`config.mk`:
```
export PLATFORM = sky130hd
export DESIGN_NAME = crc32_stream_engine
export DESIGN_NICKNAME = d
export VERILOG_FILES = /design/src/rtl/crc32_pkg.sv /design/src/rtl/crc32_stream_engine_step.sv /design/src/rtl/crc32_stream_engine.sv
export SDC_FILE = /design/constraint.sdc
export NUM_CORES = 1
export LEC_CHECK = 0
export CELL_PAD_IN_SITES_DETAIL_PLACEMENT = 0
export CELL_PAD_IN_SITES_GLOBAL_PLACEMENT = 1
export CORE_ASPECT_RATIO = 0.75
export CORE_MARGIN = 5
export CORE_UTILIZATION = 43
export CTS_CLUSTER_DIAMETER = 80
export DETAILED_ROUTE_END_ITERATION = 8
export MAX_ROUTING_LAYER = met4
export PLACE_DENSITY = 0.89
export SLEW_MARGIN = 20
export SYNTH_ARGS = -nofsm -noshare
export SYNTH_HDL_FRONTEND = slang
export SYNTH_SLANG_ARGS = --single-unit
```
`constraint.sdc`:
```
create_clock -name clk -period 4.7 [get_ports clk]
set_clock_uncertainty 0.1 [all_clocks]
set_input_delay 0.94 -clock clk [delete_from_list [all_inputs] [get_ports clk]]
set_output_delay 0.94 -clock clk [all_outputs]
set_load 0.02 [all_outputs]
```
`src/rtl/crc32_pkg.sv`:
```
// Shared CRC-32 (IEEE 802.3, reflected) constants, FSM encodings and the
// byte-step update used by the stream engine.
package crc32_pkg;

  localparam logic [31:0] CRC_POLY_REFL = 32'hEDB88320;
  localparam logic [31:0] CRC_INIT      = 32'hFFFFFFFF;
  localparam logic [31:0] CRC_XOROUT    = 32'hFFFFFFFF;
  localparam logic [31:0] CRC_RESIDUE   = 32'hDEBB20E3;

  typedef logic [0:0] state_t;

  localparam state_t IDLE  = 1'b0;
  localparam state_t FRAME = 1'b1;

  // One byte of the reflected CRC, data consumed LSB first.
  function automatic logic [31:0] crc32_byte(input logic [31:0] crc,
                                             input logic [7:0]  data);
    logic [31:0] c;
    c = crc ^ {24'h000000, data};
    for (int unsigned b = 0; b < 8; b++) begin
      if (c[0]) begin
        c = (c >> 1) ^ CRC_POLY_REFL;
      end else begin
        c = c >> 1;
      end
    end
    return c;
  endfunction

endpackage

```
`src/rtl/crc32_stream_engine_step.sv`:
```
// Combinational multi-byte CRC update: chains crc32_byte over the first
// 'cnt' bytes of the beat, byte 0 first.
module crc32_step #(
  parameter int unsigned DATA_W = 8
) (
  input  logic [31:0]                       crc_in,
  input  logic [DATA_W-1:0]                 data,
  input  logic [$clog2(DATA_W/8+1)-1:0]     cnt,
  output logic [31:0]                       crc_out
);
  import crc32_pkg::*;

  localparam int unsigned NB    = DATA_W / 8;
  localparam int unsigned CNT_W = $clog2(NB + 1);

  logic [31:0] crc_v;

  always_comb begin
    crc_v = crc_in;
    for (int unsigned i = 0; i < NB; i++) begin
      if (CNT_W'(i) < cnt) begin
        crc_v = crc32_byte(crc_v, data[8*i +: 8]);
      end
    end
    crc_out = crc_v;
  end

endmodule

```
`src/rtl/crc32_stream_engine.sv`:
```
// Framed-stream CRC-32 generator/checker with keep decode, saturating byte
// length, protocol-error pulse and a single-entry result register.
module crc32_stream_engine #(
  parameter int unsigned DATA_W = 8,
  parameter int unsigned LEN_W  = 16
) (
  input  logic                clk,
  input  logic                rst,
  input  logic                s_valid,
  output logic                s_ready,
  input  logic [DATA_W-1:0]   s_data,
  input  logic [DATA_W/8-1:0] s_keep,
  input  logic                s_sop,
  input  logic                s_eop,
  input  logic                chk_mode,
  output logic                res_valid,
  input  logic                res_ready,
  output logic [31:0]         res_crc,
  output logic                res_ok,
  output logic [LEN_W-1:0]    res_len,
  output logic                proto_err
);
  import crc32_pkg::*;

  localparam int unsigned NB    = DATA_W / 8;
  localparam int unsigned CNT_W = $clog2(NB + 1);

  state_t             state_q,     state_d;
  logic [31:0]        crc_q,       crc_d;
  logic [LEN_W-1:0]   len_q,       len_d;
  logic               chk_q,       chk_d;
  logic               res_valid_q, res_valid_d;
  logic [31:0]        res_crc_q,   res_crc_d;
  logic               res_ok_q,    res_ok_d;
  logic [LEN_W-1:0]   res_len_q,   res_len_d;
  logic               proto_err_q, proto_err_d;

  logic               accept_c;
  logic [CNT_W-1:0]   keep_cnt_c;
  logic [NB-1:0]      keep_mask_c;
  logic               keep_err_c;
  logic               keep_run_c;
  logic [CNT_W-1:0]   beat_cnt_c;
  logic [31:0]        step_in_c;
  logic [31:0]        step_out_c;
  logic [LEN_W-1:0]   len_base_c;
  logic [LEN_W:0]     len_sum_c;
  logic [LEN_W-1:0]   len_new_c;
  logic               chk_eff_c;

  // A held result blocks the whole input until it is consumed.
  assign s_ready  = ~res_valid_q | res_ready;
  assign accept_c = s_valid & s_ready;

  // Lowest contiguous run of keep bits; anything else is a framing error.
  always_comb begin
    keep_cnt_c  = '0;
    keep_mask_c = '0;
    keep_run_c  = 1'b1;
    for (int unsigned i = 0; i < NB; i++) begin
      if (keep_run_c && s_keep[i]) begin
        keep_cnt_c     = keep_cnt_c + CNT_W'(1);
        keep_mask_c[i] = 1'b1;
      end else begin
        keep_run_c = 1'b0;
      end
    end
    keep_err_c = (s_keep == '0) || (s_keep != keep_mask_c);
  end

  assign beat_cnt_c = s_eop ? keep_cnt_c : CNT_W'(NB);
  assign step_in_c  = s_sop ? CRC_INIT : crc_q;
  assign len_base_c = s_sop ? '0 : len_q;
  assign len_sum_c  = {1'b0, len_base_c} + (LEN_W+1)'(beat_cnt_c);
  assign len_new_c  = len_sum_c[LEN_W] ? '1 : len_sum_c[LEN_W-1:0];
  assign chk_eff_c  = s_sop ? chk_mode : chk_q;

  crc32_step #(
    .DATA_W (DATA_W)
  ) u_step (
    .crc_in  (step_in_c),
    .data    (s_data),
    .cnt     (beat_cnt_c),
    .crc_out (step_out_c)
  );

  // Next-state and datapath update for an accepted beat.
  always_comb begin
    state_d     = state_q;
    crc_d       = crc_q;
    len_d       = len_q;
    chk_d       = chk_q;
    res_valid_d = res_valid_q & ~res_ready;
    res_crc_d   = res_crc_q;
    res_ok_d    = res_ok_q;
    res_len_d   = res_len_q;
    proto_err_d = 1'b0;

    if (accept_c) begin
      if (!s_sop && state_q == IDLE) begin
        proto_err_d = 1'b1;
      end else begin
        if (s_sop) begin
          chk_d = chk_mode;
          if (state_q == FRAME) begin
            proto_err_d = 1'b1;
          end
        end
        if (s_eop) begin
          if (keep_err_c) begin
            proto_err_d = 1'b1;
          end
          res_valid_d = 1'b1;
          res_crc_d   = step_out_c ^ CRC_XOROUT;
          res_ok_d    = chk_eff_c ? (step_out_c == CRC_RESIDUE) : 1'b1;
          res_len_d   = len_new_c;
          crc_d       = CRC_INIT;
          len_d       = '0;
          state_d     = IDLE;
        end else begin
          crc_d   = step_out_c;
          len_d   = len_new_c;
          state_d = FRAME;
        end
      end
    end
  end

  always_ff @(posedge clk or posedge rst) begin
    if (rst) begin
      state_q     <= IDLE;
      crc_q       <= CRC_INIT;
      len_q       <= '0;
      chk_q       <= 1'b0;
      res_valid_q <= 1'b0;
      res_crc_q   <= '0;
      res_ok_q    <= 1'b0;
      res_len_q   <= '0;
      proto_err_q <= 1'b0;
    end else begin
      state_q     <= state_d;
      crc_q       <= crc_d;
      len_q       <= len_d;
      chk_q       <= chk_d;
      res_valid_q <= res_valid_d;
      res_crc_q   <= res_crc_d;
      res_ok_q    <= res_ok_d;
      res_len_q   <= res_len_d;
      proto_err_q <= proto_err_d;
    end
  end

  assign res_valid = res_valid_q;
  assign res_crc   = res_crc_q;
  assign res_ok    = res_ok_q;
  assign res_len   = res_len_q;
  assign proto_err = proto_err_q;

endmodule

```
==> results of run 1 <==
state kept, by name (all words and copies together) (netlist names):
name,count
res_ok,1
res_len,16
res_crc,32
crc_q,32
state_q,1
len_q,16
chk_q,1
proto_err,1
res_valid,1
worst min-delay path, stage by stage, from the launching register on:
cell     delay, ns
dfrtp_1       0.34
nand2_1       0.05
o21ai_0       0.06
report_power, final:
group | internal (uW) | total (uW) | switching [uW] | leakage [uW]
sequential | 1210 | 1450 | 244 | 0.00123
clock | 377 | 755 | 377 | 0.000144
combinational | 934 | 2090 | 1150 | 0.00148
total | 2520 | 4290 | 1770 | 0.00285
cell usage in the layout (no fill, tap or decap), types with 18 or more instances in the layout:
master and count:
buf_4 22, o21ai_0 49, nor2_1 85, dfstp_2 32
xor2_1 20, nand2_1 110, clkdlybuf4s50_1 66, xnor2_1 41
dfrtp_1 69, nor3_1 18, a21oi_1 60
cell families after synthesis:
logic type               Yosys count  share of synthesized area
multiplexers                       5                   0.008561
adder cells (fa/ha/maj)            2                   0.004176
XOR/XNOR                          76                     0.1420
AO/OA/AOI/OAI                    173                     0.1748
buffers and inverters             56                    0.03884
AND/OR/NAND/NOR                  274                     0.2032
flip-flops                       101                     0.4285
area by class of cell:
class                   instances  share of cell area
well taps                     175             0.03067
multi-input cells             530              0.4486
repair buffers                 89              0.1164
clock inverters                 7             0.01017
flip-flops and latches        101              0.3597
clock buffers                   9             0.03155
inverters                       5            0.002980
per-layer routing:
metal	routed length (um)	global-route usage
met2	7148	0.2972
met4	231	0.05702
met1	9169	0.3504
met5	0	-
met3	1373	0.05408
worst min-delay path by stage:
stage	start	to	slack, ns	cells after the start
final	res_crc[8]	res_crc[8]	0.38	2
after global routing	res_crc[8]	res_crc[8]	0.42	2
after CTS	res_crc[7]	res_crc[7]	0.39	2
after detailed placement	res_crc[17]	res_crc[17]	0.36	2
after global placement	res_crc[6]	res_crc[6]	0.36	2
after floorplan	len_q[0]	len_q[0]	0.34	2
through the flow:
step           setup WS [ns]  instance area, um2
2_1_floorplan        0.01016                6005
3_3_place_gp          0.3986                6840
3_5_place_dp          0.2998                6840
4_1_cts               0.7068                7138
5_1_grt               0.4232                7138
6_report              0.6460                7138
==> reports/results.ini, run 1 <==
[status]
status=completed

[die]
coreArea_um2=13700
die_w_um=146.3
num_rows=37
io_pins=68
die_area_um2=16420
start_util=0.4373
die_h_um=112.2

[timing]
slew_viol_final=0
grt_setup_unrepaired=no
hold-worst-slack_ns=0.3831
fin_tns_setup_ns=0
hold_violations=0
fmax_mhz=246.7
setup_viol=0
period_share=0.8626
min_period_ns=4.054
slew_headroom=0.4290
worst_pin_slew_ns=0.8504

[global_routing]
gr-usage-all-layers=0.2279
antenna_found_initial=0
grt_overflow=0
grt_pass1_wl_um=28720
grt_pass1_vias=5050
grt_max_degree=54

[synth]
yosys_register_bits=101
synth_nets=705
synth.top_cell.area_share=0.2882
synthArstFlopShare=1.000
synth_area_um2=5992
synth-edff-count=0
synth_area_leaders=dfrtp_1 (29%), dfstp_2 (14%), nand2_1 (6.9%), xnor2_1 (6.0%), nor2_1 (5.4%)
synth_top_area_cell=dfrtp_1
synthFlopType=dfrtp_1
avgSynthCellArea_um2=8.722
synth_commonest_cells=nand2_1 (110), nor2_1 (87), dfrtp_1 (69)
ys_types=58
seq_area_frac_synth=0.4285
yosysMostFrequentCell=nand2_1
syn_inst=687
yosysWarnings=0

[clocking]
post-cts-setup-buffer-count=0
cts_tree=built
clk_path_buf_depth=2
clk_pin_slew_ns=0.08
hold_buffers=0
cts_buffers=9
clk_latency_ns=0.36
h-tree-depth=3
clock-sinks=101
ctsResizeCount=0
root_buffer=clkbuf_16

[worst_setup_path]
crit_chain=clkdlybuf4s50_1, xnor2_1, xnor2_1, xnor3_1, o21ai_0, or4_1, a2111oi_0, nand4_1, o31ai_1
path_class=in -> reg
timing.rr.start=crc_q[1]
startpoint=s_data[2]
critPathCapture=res_ok
crit_path_max_fanout=5
crit_arrival_ns=4.22
critPathLaunchType=input port
crit_path_frequent_cell=xnor2_1
timing.rr.end=res_ok
required_ns=4.87
critPathCaptureType=flip-flop
cp_slowest_cell=clkdlybuf4s50_1
crit_family=XOR/XNOR gates
critical_path_depth=9
r2r_cells=9
critPathMaxStageDelay_ns=0.65
cp_num_buf_inv=1
reg2reg_slack_ns=1.19

[routing]
viasPerCell=5.765
drt-total-wl_um=17920
detail-route-antenna-nets=0
first_iter_violations=423
first_pass_iters=5
drc_errors=0
vias=5281
wl_per_cell_um=19.57

[layout]
nFillCells=1242
nets=754
final_util=0.5209
multi_input_area_um2=3202
area_growth_syn_to_layout_pct=19.13
drive_gt1_frac=0.1147
final_cells=916
regArea_um2=2567
antennaDiodeCount=0

[placed_design]
hpwl_um=12810
dpl.cell_count=900
gp_congestion=0.8935
io_buffers=67

[hold_path]
worst_hold_path_type=reg -> reg

[pwr]
worst_ir_drop_vdd_uv=398.1
power_uw=4294
powerDensity_nw_per_um2=601.5
cellLeakagePower_uw=0.002854

[run]
max-cap-violations=0

No activity file was read; power rests on OpenSTA's default activity.
==> run 2: changes to the inputs <==
--- a/config.mk
+++ b/config.mk
@@ -5,6 +5,7 @@
 export SDC_FILE = /design/constraint.sdc
 export NUM_CORES = 1
 export LEC_CHECK = 0
+export CAP_MARGIN = 5
 export CELL_PAD_IN_SITES_DETAIL_PLACEMENT = 0
 export CELL_PAD_IN_SITES_GLOBAL_PLACEMENT = 1
 export CORE_ASPECT_RATIO = 0.75
==> results of run 2 <==
Same layout as run 1: the final DEF is identical, and so are final timing and power.
